[src/rtl/key_pulse_bank.sv]
// key_pulse_bank
//   N independent key channels. Each channel synchronises its raw key level,
//   debounces press and release, emits a one-cycle pulse per accepted press and,
//   optionally, auto-repeat pulses while the key stays held.
// Ports
//   clk    in   1  system clock, rising edge
//   reset  in   1  synchronous, active-high reset
//   in     in   N  raw asynchronous key levels, 1 = pressed
//   pulse  out  N  one-cycle press/repeat pulse, low-true when OUT_ACTIVE_LOW
//   held   out  N  1 while the channel is in an accepted-pressed state

module key_pulse_bank_lane #(
  parameter int DEBOUNCE       = 4,
  parameter int REPEAT_DELAY   = 16,
  parameter int REPEAT_RATE    = 8,
  parameter bit OUT_ACTIVE_LOW = 1'b1,
  parameter int DCW            = 3,
  parameter int RCW            = 5
) (
  input  logic clk,
  input  logic reset,
  input  logic key,
  output logic pulse,
  output logic held
);
  typedef enum logic [2:0] {IDLE, ARMING, FIRE, HOLD, REPEAT, RELEASING} state_t;

  // Thresholds compare against the counter value *before* increment, hence -1 / -2.
  localparam int RD_TH_I = (REPEAT_DELAY >= 2) ? REPEAT_DELAY - 2 : 0;
  localparam int RR_TH_I = (REPEAT_RATE  >= 2) ? REPEAT_RATE  - 2 : 0;
  localparam logic [DCW-1:0] DB_LAST = DCW'(DEBOUNCE - 1);
  localparam logic [RCW-1:0] RD_TH   = RCW'(RD_TH_I);
  localparam logic [RCW-1:0] RR_TH   = RCW'(RR_TH_I);

  logic           q1, q2;
  state_t         st, st_n;
  logic [DCW-1:0] dc, dc_n;
  logic [RCW-1:0] rc, rc_n;
  logic           rep, rep_n;
  logic [RCW-1:0] th;

  always_ff @(posedge clk) begin
    if (reset) begin
      q1  <= 1'b0;
      q2  <= 1'b0;
      st  <= IDLE;
      dc  <= '0;
      rc  <= '0;
      rep <= 1'b0;
    end else begin
      q1  <= key;
      q2  <= q1;
      st  <= st_n;
      dc  <= dc_n;
      rc  <= rc_n;
      rep <= rep_n;
    end
  end

  assign th = (st == REPEAT) ? RR_TH : RD_TH;

  always_comb begin
    st_n  = st;
    dc_n  = dc;
    rc_n  = rc;
    rep_n = rep;
    case (st)
      IDLE: begin
        if (q2) begin
          if (DEBOUNCE == 1) st_n = FIRE;
          else begin
            st_n = ARMING;
            dc_n = DCW'(1);
          end
        end
      end
      ARMING: begin
        if (!q2) begin
          st_n = IDLE;
          dc_n = '0;
        end else if (dc == DB_LAST) begin
          st_n = FIRE;
          dc_n = '0;
        end else begin
          dc_n = dc + 1'b1;
        end
      end
      FIRE: begin
        st_n = rep ? REPEAT : HOLD;
        rc_n = '0;
      end
      HOLD, REPEAT: begin
        if (!q2) begin
          if (DEBOUNCE == 1) begin
            st_n  = IDLE;
            rep_n = 1'b0;
          end else begin
            st_n = RELEASING;
            dc_n = DCW'(1);
          end
        end else if (REPEAT_DELAY != 0 && rc == th) begin
          st_n  = FIRE;
          rep_n = 1'b1;
        end else if (rc != '1) begin
          // Saturate so a repeat-off hold can sit forever without wrapping.
          rc_n = rc + 1'b1;
        end
      end
      RELEASING: begin
        if (q2) begin
          // Release bounce: back to held, repeat timing restarts from the first delay.
          st_n  = HOLD;
          rc_n  = '0;
          rep_n = 1'b0;
          dc_n  = '0;
        end else if (dc == DB_LAST) begin
          st_n  = IDLE;
          rep_n = 1'b0;
          dc_n  = '0;
        end else begin
          dc_n = dc + 1'b1;
        end
      end
      default: st_n = IDLE;
    endcase
  end

  // Decoded from registered state only: no path from key to the outputs.
  assign pulse = (st == FIRE) ^ OUT_ACTIVE_LOW;
  assign held  = (st == FIRE) || (st == HOLD) || (st == REPEAT) || (st == RELEASING);
endmodule

module key_pulse_bank #(
  parameter int N              = 4,
  parameter int DEBOUNCE       = 4,
  parameter int REPEAT_DELAY   = 16,
  parameter int REPEAT_RATE    = 8,
  parameter bit OUT_ACTIVE_LOW = 1'b1
) (
  input  logic         clk,
  input  logic         reset,
  input  logic [N-1:0] in,
  output logic [N-1:0] pulse,
  output logic [N-1:0] held
);
  localparam int RMAX = (REPEAT_DELAY > REPEAT_RATE) ? REPEAT_DELAY : REPEAT_RATE;
  localparam int DCW  = (DEBOUNCE > 1) ? $clog2(DEBOUNCE + 1) : 1;
  localparam int RCW  = $clog2(RMAX + 1);

  for (genvar i = 0; i < N; i++) begin : g_lane
    key_pulse_bank_lane #(
      .DEBOUNCE      (DEBOUNCE),
      .REPEAT_DELAY  (REPEAT_DELAY),
      .REPEAT_RATE   (REPEAT_RATE),
      .OUT_ACTIVE_LOW(OUT_ACTIVE_LOW),
      .DCW           (DCW),
      .RCW           (RCW)
    ) u_lane (
      .clk  (clk),
      .reset(reset),
      .key  (in[i]),
      .pulse(pulse[i]),
      .held (held[i])
    );
  end
endmodule

[config.mk]
export PLATFORM = sky130hd
export DESIGN_NAME = key_pulse_bank
export DESIGN_NICKNAME = d
export VERILOG_FILES = /design/src/rtl/key_pulse_bank.sv
export SDC_FILE = /design/constraint.sdc
export NUM_CORES = 1
export LEC_CHECK = 0
export ABC_AREA = 1
export ABC_CLOCK_PERIOD_IN_PS = 3700
export BUFFER_PORTS_ARGS = -buffer_cell sky130_fd_sc_hd__buf_2
export CORE_MARGIN = 2
export CORE_UTILIZATION = 50
export CTS_CLUSTER_DIAMETER = 60
export DETAILED_ROUTE_END_ITERATION = 16
export PLACE_DENSITY = 0.73
export SLEW_MARGIN = 10
export SYNTH_ARGS = -nofsm -noshare
export SYNTH_HDL_FRONTEND = slang
export SYNTH_SLANG_ARGS = --single-unit
[constraint.sdc]
create_clock -name clk -period 3.7 [get_ports clk]
set_input_delay 0.74 -clock clk [delete_from_list [all_inputs] [get_ports clk]]
set_output_delay 0.74 -clock clk [all_outputs]
set_load 0.02 [all_outputs]
==> results.toml, run 1 <==
[run_status]
status = "finished clean"

[global_routing]
grt_max_degree = 43
grt_pass1_wl_um = 12200
busiest_layer = "met2"
grt_pass1_vias = 2964
use_met1 = 0.242
grtUsageMet3 = 0.0286
overflow = 0
track_usage = 0.184
antenna_found_initial = 0
grt_util_met2 = 0.315

[drt]
drt_iter0_drc = 143
wl_um = 7050
drt-pass1-iter-count = 4
dr_total_vias = 3515
ant_nets = 0
wl_per_cell_um = 10.1
viasPerCell = 5.02
drc = 0

[place]
dp_hpwl_um = 5180
portBuffers = 13
place_area_um2 = 3740
place.gp.congestion = 0.905
place_inst = 692
dpl_worst_slack_ns = 1.74

[clock_network]
cts_resized = 0
post_cts_buffers = 0
cts_made_buffers = 5
holdBufCountCts = 0
clk_pin_slew_ns = 0.10
h-tree-depth = 2
cts_buffer_depth = 2
clk_latency_ns = 0.31
root_buffer = "clkbuf_8"
cts_tree = "yes"
cts.sinks = 56

[worst_setup_path]
crit_path_start_kind = "flop"
reg2reg_slack_ns = 2.05
crit_fanout = 9
rr_worst_depth = 9
critical_path_class = "reg -> out"
cp.arrival_ns = 1.58
reg2reg_to = "g_lane[3].u_lane.rc[1]"
setup.worst_path.start = "g_lane[2].u_lane.st[1]"
cp.required_ns = 2.96
worst_setup_path_end_kind = "primary output"
endpoint = "held[2]"
worstReg2RegStart = "g_lane[3].u_lane.st[2]"

[power_and_ir_drop]
p_per_area_nw_per_um2 = 679
p_leak_nw = 1.85
ir_drop_v = 0.000333

[final_layout]
drive_above_1_share = 0.0882
final_design_area_no_fill_um2 = 3830
area_growth_pct = 4.72
layout.cells.non_filler = 700
diodes = 0
utilization = 0.534
nets = 622

[die]
die-area_um2 = 8020
initial_core_util = 0.510
row_count = 31
die_w_um = 89.5
die_h_um = 89.5
core_um2 = 7180
num_io_pins = 14

[synth]
synth-edff-count = 0
synth_most_common_cell = "nand2_1"
yosysUniqueCellTypes = 31
async_reset_ff_frac = 0
ys_ff_latch = 56
ys.flop_type = "dfxtp_1"
synth_fp_nets = 619
seq_area_frac_synth = 0.306
synth_top_area_frac = 0.306
yosysWarnings = 0
synth_area_leaders = "dfxtp_1 31%, nand2_1 15%, nor2_1 11%, nand3_1 9.7%, inv_1 7.3%"
syn_inst = 597
synth.avg_cell_area_um2 = 6.13
syn-cell-area_um2 = 3660
ys_top_cells_by_count = "148 x nand2_1, 108 x nor2_1, 71 x inv_1, 71 x nand3_1, 56 x dfxtp_1"
yosys.area.top_type = "dfxtp_1"

[sta]
grt_setup_unrepaired = "no"
period_needed_ns = 2.32
worstMarginPinSlew_ns = 0.741
drv_slew = 0
finalHoldViolations = 0
final.period_utilization = 0.627
fmax_ghz = 0.431
setup_viol = 0
relSlewSlack = 0.506
layout_setup_ws_ns = 1.38
tns_ns = 0
clock_skew_ns = 0.00932

[hold_path]
worstHoldStart = "g_lane[0].u_lane.q1"
hold_class = "reg -> reg"

[run]
drv_cap = 0
[per-layer routing]
layer / vias up / wire length [µm]
met4: 0 / 47
met2: 60 / 3280
li1: 1894 / -
met1: 1556 / 3510
met3: 5 / 213
met5: - / 0
[worst min path at each step]
stage	end	slack (ns)	cells after the start
finish	g_lane[0].u_lane.q2	0.40	2
global route	g_lane[1].u_lane.q2	0.42	2
CTS	g_lane[0].u_lane.q2	0.41	2
detailed placement	g_lane[0].u_lane.q2	0.39	2
global placement	g_lane[3].u_lane.q2	0.40	2
floorplan	g_lane[0].u_lane.q2	0.39	2
[critical path, stage by stage (launching register included)]
cell	delay (ns)
dfxtp_1	0.49
inv_1	0.13
nand3_1	0.12
inv_1	0.09
nor2_1	0.23
inv_1	0.06
buf_2	0.16
[kinds of logic (layout without fill, tap and decap cells)]
| kind of cell | count (synthesis) | in the layout | share of synthesized area |
|---|---|---|---|
| simple gates | 367 | 367 | 0.439 |
| buf+inv | 96 | 100 | 0.111 |
| compound gates | 62 | 62 | 0.0879 |
| flops | 56 | 56 | 0.306 |
| fa+ha+maj | 16 | 16 | 0.0547 |
[layout make-up]
type,instances,area [µm²]
multi-input combinational,445,2130
clock inverter,1,7.51
timing repair buffer,13,65.1
clock buffer,7,86.3
inverter,79,298
sequential,56,1120
tap,99,124
fill,710,3340
[cell usage in the layout (no fill, tap or decap), drive strengths merged, types with 2 or more instances in the layout]
cell / n
nand3: 71
nand2: 159
ha: 16
nand3b: 2
buf: 13
a21oi: 39
a31oi: 2
or2: 5
clkinv: 2
nor2: 121
dfxtp: 56
clkbuf: 7
inv: 77
nand4: 8
o21ai: 18
[power by group]
| group | switching (mW) | internal [mW] |
|---|---|---|
| sequential | 0.168 | 0.756 |
| combinational | 0.849 | 0.478 |
| clock | 0.200 | 0.153 |
| total | 1.22 | 1.39 |
[stage by stage]
stage,hold WS (ns),power [mW]
CTS,0.407,2.62
detailed placement,0.392,2.26
global route,0.422,2.87
global placement,0.398,2.23
finish,0.405,2.60
floorplan,0.388,2.05
[flip-flops by register name, summed over array words and instances, names as in the netlist]
| register | flops |
|---|---|
| g_lane.u_lane.dc | 12 |
| g_lane.u_lane.q1 | 4 |
| g_lane.u_lane.q2 | 4 |
| g_lane.u_lane.rc | 20 |
| g_lane.u_lane.rep | 4 |
| g_lane.u_lane.st | 12 |
No activity file was read; power rests on OpenSTA's default activity.
==> run 2: changes to the inputs <==
--- a/config.mk
+++ b/config.mk
@@ -6,13 +6,13 @@
 export NUM_CORES = 1
 export LEC_CHECK = 0
 export ABC_AREA = 1
-export ABC_CLOCK_PERIOD_IN_PS = 3700
+export ABC_CLOCK_PERIOD_IN_PS = 2100
 export BUFFER_PORTS_ARGS = -buffer_cell sky130_fd_sc_hd__buf_2
 export CORE_MARGIN = 2
 export CORE_UTILIZATION = 50
 export CTS_CLUSTER_DIAMETER = 60
 export DETAILED_ROUTE_END_ITERATION = 16
-export PLACE_DENSITY = 0.73
+export PLACE_DENSITY = 0.75
 export SLEW_MARGIN = 10
 export SYNTH_ARGS = -nofsm -noshare
 export SYNTH_HDL_FRONTEND = slang
==> constraint.sdc (replaced) <==
create_clock -name clk -period 2.1 [get_ports clk]
set_input_delay 0.42 -clock clk [delete_from_list [all_inputs] [get_ports clk]]
set_output_delay 0.42 -clock clk [all_outputs]
set_load 0.02 [all_outputs]
==> run 2 against run 1 <==
Against the previous run: global-route usage rose by 1.3 points; final area rose by 0.13%; combinational power rose by 75%; die area did not move; wire length rose by 3.2%; worst setup slack got worse by 1.2 ns; critical path depth did not move; register-to-register slack got worse by 1.6 ns; highest routed layer unchanged.
==> results.toml, run 2 (synthesized netlist as in run 1, its figures left out) <==
[run_status]
status = "finished clean"

[drt]
drt_iter0_drc = 148
wl_um = 7270
ant_nets = 0
top_layer_used = "met4"
wl_per_cell_um = 10.4
met1Wirelength_um = 3620
dr_total_vias = 3497
met2_length_um = 3420
viasPerCell = 4.99
met3_length_um = 155
drt-pass1-iter-count = 4
drc = 0

[worst_setup_path]
cp.arrival_ns = 1.52
crit_path_start_kind = "flop"
critical_path_class = "reg -> out"
worstReg2RegStart = "g_lane[3].u_lane.st[2]"
cp.required_ns = 1.68
setup.worst_path.start = "g_lane[0].u_lane.st[1]"
worst_setup_path_end_kind = "primary output"
crit_fanout = 7

[die]
core_um2 = 7180
initial_core_util = 0.510
row_count = 31
num_io_pins = 14
die_w_um = 89.5
die-area_um2 = 8020
die_h_um = 89.5

[power_and_ir_drop]
p_per_area_nw_per_um2 = 1190
seqPwrFrac = 0.359
clockPowerShare = 0.128
p_leak_nw = 1.85
p_sw_frac = 0.472
combPwrFrac = 0.512
p_sw_mw = 2.15
power.internal_mw = 2.40
ir_drop_v = 0.000381

[final_layout]
nets = 624
diodes = 0
nFillCells = 717
drive_above_1_share = 0.0947
top_regs = "g_lane.u_lane.rc (20), g_lane.u_lane.dc (12), g_lane.u_lane.st (12)"
largest_register = "g_lane.u_lane.rc"
final_cell_mix = "148 x nand2_1, 108 x nor2_1, 71 x nand3_1, 71 x inv_1, 54 x dfxtp_1"
area_growth_pct = 4.86
largest_reg_flops = 20
seqCellArea_um2 = 1120
multi_input_area_um2 = 2130
layout_commonest_cell = "nand2_1"

[clock_network]
clk_pin_slew_ns = 0.10
h-tree-depth = 2
cts.sinks = 56
cts_buffer_depth = 2
clk_latency_ns = 0.31
root_buffer = "clkbuf_8"
holdBufCountCts = 0
cts_made_buffers = 5
cts_tree = "yes"

[run]
drv_cap = 0

[global_routing]
grt_pass1_wl_um = 12800
track_usage = 0.197
grt_pass1_vias = 3169
antenna_found_initial = 0
grt_max_degree = 27
overflow = 0

[hold_path]
hold_class = "in -> reg"
worstHoldStart = "in[0]"

[sta]
fmax_ghz = 0.514
finalHoldViolations = 0
final.period_utilization = 0.926
worstMarginPinSlew_ns = 0.480
grt_setup_unrepaired = "no"
fin_hold_ws_ns = 0.308
period_needed_ns = 1.94
relSlewSlack = 0.679
drv_slew = 0
setup_viol = 0
tns_ns = 0
clock_skew_ns = 0.00591

[place]
portBuffers = 13
dp_hpwl_um = 5310
place.gp.congestion = 0.941
run 2: cell count changes in the layout (fill, tap and decap cells not counted):
| cell | change |
|---|---|
| buf_4 | +2 |
| dfxtp_1 | -2 |
| dfxtp_2 | +2 |
| clkbuf_1 | -1 |
| clkbuf_8 | -1 |
| clkinv_2 | +1 |
run 2: area by class of cell:
class	count	share of cell area
sequential	56	0.293
inverter	79	0.0776
clock buffer	5	0.0179
clock inverter	2	0.00326
multi-input combinational	445	0.555
timing repair buffer	15	0.0209
tap	99	0.0323
run 2: path summary, 6_finish.rpt:
path                                          endpoint  slack (ns)  depth (start not counted)
worst min-delay path               g_lane[0].u_lane.q1        0.31                          3
worst max register to register  g_lane[3].u_lane.rc[2]        0.48                          9
worst max-delay path                           held[0]        0.16                          6
worst min register to register     g_lane[3].u_lane.q2        0.40                          2
run 2: routing by layer:
layer	vias up	track usage
li1	1889	-
met1	1554	0.244
met2	48	0.350
met3	6	0.0332
met4	0	0.0543
met5	-	0
run 2: power groups by stage:
stage               clock, mW  combinational (mW)  sequential (mW)
CTS                     0.619                2.33             1.62
detailed placement          0                2.32             1.65
global placement            0                2.27             1.64
floorplan                   0                2.07             1.55
global route            0.644                2.75             1.68
finish                  0.584                2.33             1.63
run 2: worst max-delay path: stages (launching register included):
cell and delay (ns):
dfxtp_1 0.46, inv_2 0.09, nand2_1 0.13, nor2_2 0.07, nor2_1 0.24, inv_1 0.07, buf_2 0.16
run 2: per-stage QoR:
step / setup WS, ns / std cells / utilization / power [mW] / area (µm²)
after floorplan: 0.600 / 597 / - / 3.62 / 3660
after global placement: 0.493 / 694 / 0.523 / 3.91 / 3750
after detailed placement: 0.450 / 694 / 0.523 / 3.97 / 3750
after CTS: 0.0945 / 701 / 0.534 / 4.57 / 3830
after global routing: 0.00272 / 701 / 0.535 / 5.07 / 3840
final: 0.155 / 701 / 0.535 / 4.55 / 3840
run 2: what timing repair did:
action,4_1_cts,5_1_grt
gates resized for setup,0,2
setup buffers,0,0
endpoints found under the hold margin,0,0
endpoints found under the setup margin,0,2
